===== src/rtl/asynchronous_robot_control.sv =====
// Rotation-direction controller: synchronizes obstacle sensor Z and reverses direction on each filtered falling edge.
// Optional debounce filter is enabled by defining ROBOT_CTRL_DEBOUNCE_EN.
`default_nettype none

module asynchronous_robot_control #(
  parameter int SYNC_STAGES     = 2,
  parameter int DEBOUNCE_CYCLES = 4
) (
  input  logic clk,
  input  logic rst,
  input  logic Z,
  output logic left,
  output logic right
);

  typedef enum logic [0:0] {
    ROT_LEFT  = 1'b0,
    ROT_RIGHT = 1'b1
  } state_t;

  logic [SYNC_STAGES-1:0] sync_q;
  logic                   z_s;
  logic                   z_f;
  logic                   fall;
  state_t                 state;
  state_t                 state_next;

  // Synchronizer presets to "obstacle" so a clear sensor at reset release yields one toggle.
  always_ff @(posedge clk) begin
    if (rst) begin
      sync_q <= '1;
    end else begin
      sync_q <= {sync_q[SYNC_STAGES-2:0], Z};
    end
  end

  assign z_s = sync_q[SYNC_STAGES-1];

`ifdef ROBOT_CTRL_DEBOUNCE_EN
  localparam logic [7:0] CNT_MAX = 8'(DEBOUNCE_CYCLES - 1);

  logic [7:0] cnt;

  always_ff @(posedge clk) begin
    if (rst) begin
      z_f <= 1'b1;
      cnt <= 8'd0;
    end else if (z_s == z_f) begin
      cnt <= 8'd0;
    end else if (cnt == CNT_MAX) begin
      z_f <= z_s;
      cnt <= 8'd0;
    end else begin
      cnt <= cnt + 8'd1;
    end
  end

  // Fall fires on the same edge that commits z_f from 1 to 0.
  assign fall = z_f & ~z_s & (cnt == CNT_MAX);
`else
  logic unused_debounce;

  assign unused_debounce = (DEBOUNCE_CYCLES == 0);

  always_ff @(posedge clk) begin
    if (rst) begin
      z_f <= 1'b1;
    end else begin
      z_f <= z_s;
    end
  end

  assign fall = z_f & ~z_s;
`endif

  always_ff @(posedge clk) begin
    if (rst) begin
      state <= ROT_LEFT;
    end else begin
      state <= state_next;
    end
  end

  always_comb begin
    state_next = state;
    if (fall) begin
      case (state)
        ROT_LEFT:  state_next = ROT_RIGHT;
        ROT_RIGHT: state_next = ROT_LEFT;
        default:   state_next = ROT_LEFT;
      endcase
    end
  end

  assign left  = (state == ROT_LEFT);
  assign right = (state == ROT_RIGHT);

endmodule

`default_nettype wire


===== config.mk =====
export PLATFORM = sky130hd
export DESIGN_NAME = asynchronous_robot_control
export DESIGN_NICKNAME = d
export VERILOG_FILES = /design/src/rtl/asynchronous_robot_control.sv
export SDC_FILE = /design/constraint.sdc
export NUM_CORES = 1
export LEC_CHECK = 0
export ABC_AREA = 1
export BUFFER_PORTS_ARGS = -buffer_cell sky130_fd_sc_hd__clkbuf_2
export CAP_MARGIN = 10
export CORE_AREA = 2 2 39 41
export CTS_BUF_LIST = sky130_fd_sc_hd__clkbuf_16
export DETAILED_ROUTE_END_ITERATION = 7
export DIE_AREA = 0 0 41 43
export GPL_TIMING_DRIVEN = 1
export MAX_ROUTING_LAYER = met4
export PLACE_DENSITY = 0.3
export REMOVE_ABC_BUFFERS = 1
export SLEW_MARGIN = 5
export SYNTH_ARGS = -nofsm -noshare
export SYNTH_HDL_FRONTEND = slang
export SYNTH_SLANG_ARGS = --single-unit

===== constraint.sdc =====
create_clock -name clk -period 1 [get_ports clk]
set_input_delay 0.05 -clock clk [delete_from_list [all_inputs] [get_ports clk]]
set_output_delay 0.05 -clock clk [all_outputs]
set_load 0.01 [all_outputs]

==> flow_summary.json <==
{
  "status": "complete, no violations",
  "skew_ns": 0.00261,
  "die_area_mm2": 0.00176,
  "yosys_warnings": 0,
  "hold_viol": 0,
  "timing.hold.ws_ns": 0.00929,
  "cp_max_fo": 4,
  "drv_cap": 0,
  "powerDensity_mw_per_mm2": 3270,
  "clk_latency_ns": 0.22,
  "yosysUniqueCellTypes": 8,
  "place_hpwl_um": 149,
  "clockPowerShare_pct": 76.0,
  "cts_tree": "yes",
  "avgSynthCellArea_um2": 9.29,
  "drive_gt1_share_pct": 42.9,
  "grt_pass1_vias": 119,
  "coreArea_mm2": 0.00138,
  "drt_iter0_markers": 0,
  "vias": 100,
  "clkSinkCount": 4,
  "finalMaxSlewViolations": 0,
  "grt_pass1_wl_um": 441,
  "placed_cell_area_um2": 170,
  "dp_slack_ns": 0.335,
  "final_area_um2": 245,
  "synth_cells": 14,
  "rsz0062_at_grt": "false",
  "worstMarginPinSlew_ns": 0.149,
  "grt_max_degree": 5,
  "ant_nets": 0,
  "cts_max_path_buffers": 2,
  "route.met3.wl_um": 29,
  "end_kind": "output port",
  "cell_internal_pwr_mw": 0.688,
  "dieWidth_um": 41,
  "fin_nets": 26,
  "comb_power_share_pct": 2.6,
  "cp.arrival_ns": 0.77,
  "wl_met1_um": 99,
  "clkTransAtPathRegs_ns": 0.03,
  "drtPass1Iterations": 1,
  "vias_per_cell": 2.70,
  "netlist_area_um2": 130,
  "ctsHoldBuffers": 0,
  "gr-total-overflow": 0,
  "wl_per_cell_um": 5.46,
  "crit_required_ns": 0.95,
  "ff2ff_path_depth": 3,
  "critPathLaunchType": "flip-flop",
  "finalNonFillerCells": 37,
  "io-pin-count": 5,
  "min_period_ns": 0.817,
  "power_mw": 0.802,
  "wl_met2_um": 73,
  "area_growth_pct": 88.5,
  "numCtsBuffers": 3,
  "finalWorstSetupSlack_ns": 0.183,
  "cts-htree-levels": 1,
  "fin_crit_sh_pct": 81.7,
  "antenna_found_initial": 0,
  "cts_setup_buffers": 0,
  "die_h_um": 43,
  "port_buffers": 4,
  "cts_root_buf": "clkbuf_16",
  "antennaDiodeCount": 0,
  "setup_tns_ns": 0,
  "post_cts_resize_count": 0,
  "setup_viol": 0,
  "maxSlewHeadroom_pct": 90.1,
  "worstHoldPathCells": 2,
  "path_class": "reg -> out",
  "max_freq_ghz": 1.22,
  "final_core_util_pct": 17.7,
  "rows": 14,
  "min_path_type": "in -> reg",
  "leakage_nw": 0.111,
  "drt_wl_total_um": 202,
  "globalplace.congestion": 0.444,
  "routed.top_layer": "met3",
  "grtUsageTotal_pct": 4.94,
  "p_sw_share_pct": 14.3,
  "dp_cells": 34,
  "synth_seq_cells": 4,
  "start_util_pct": 9.40,
  "power_frac_seq_pct": 21.4,
  "power.net_switching_mw": 0.115,
  "ys_seq_area_share_pct": 61.5,
  "drc_errors": 0,
  "peakVddDrop_v": 0.00163
}
-- worst max-delay path: stages, from the launching register on --
cell and delay (ns):
dfxtp_1 0.37, inv_1 0.05, clkbuf_2 0.12
-- state kept, by name, indices dropped and copies added (netlist names) --
register  cells
sync_q        2
right         1
z_f           1
-- cell families after synthesis --
family,after synthesis,synth area share [%]
flip-flops,4,61.5
AND/OR/NAND/NOR,6,26.0
buffers and inverters,3,8.65
AO/OA/AOI/OAI,1,3.84
-- final cells by class --
class | count | area [um2]
multi-input cells | 7 | 38.8
clock buffers | 3 | 75.1
well taps | 16 | 20.0
flip-flops and latches | 4 | 80.1
fillers | 158 | 1140
inverters | 3 | 11.3
repair buffers | 4 | 20.0
-- layer usage --
| metal | vias up | global-route usage [%] |
|---|---|---|
| met3 | 0 | 6.28 |
| met5 | - | - |
| met4 | 0 | 6.00 |
| li1 | 55 | - |
| met2 | 5 | 4.38 |
| met1 | 40 | 4.19 |
-- synthesized netlist by cell type (all sizes together) --
library cell	number	area [um2]
nand3	1	10.0
or2	2	12.5
nor2	1	3.75
a21oi	1	5.00
inv	3	11.3
dfxtp	4	80.1
nand2	2	7.51
-- power by group through the flow --
stage / Sequential, mW / Clock, mW / Combinational [mW]
after floorplan: 0.175 / 0 / 0.0105
after global placement: 0.174 / 0 / 0.0203
after detailed placement: 0.174 / 0 / 0.0211
after CTS: 0.172 / 0.620 / 0.0211
after global routing: 0.173 / 0.644 / 0.0254
final: 0.172 / 0.610 / 0.0206
-- cells in the final DEF (no fill, tap or decap) --
cell type,count
clkbuf_16,3
inv_2,1
a21oi_1,1
nor2_1,1
nand2_1,2
nand3_2,1
inv_1,2
clkbuf_2,4
or2_1,2
dfxtp_1,4
-- path summary, 6_finish.rpt --
| check | end | slack (ns) | from |
|---|---|---|---|
| max | left | 0.18 | right$_SDFFE_PP0P_ |
| min | sync_q[0]$_SDFF_PP1_ | 0.009 | Z |
| max reg2reg | right$_SDFFE_PP0P_ | 0.33 | right$_SDFFE_PP0P_ |
| min reg2reg | sync_q[1]$_SDFF_PP1_ | 0.40 | sync_q[0]$_SDFF_PP1_ |
Power figures use the tool's default switching activity.
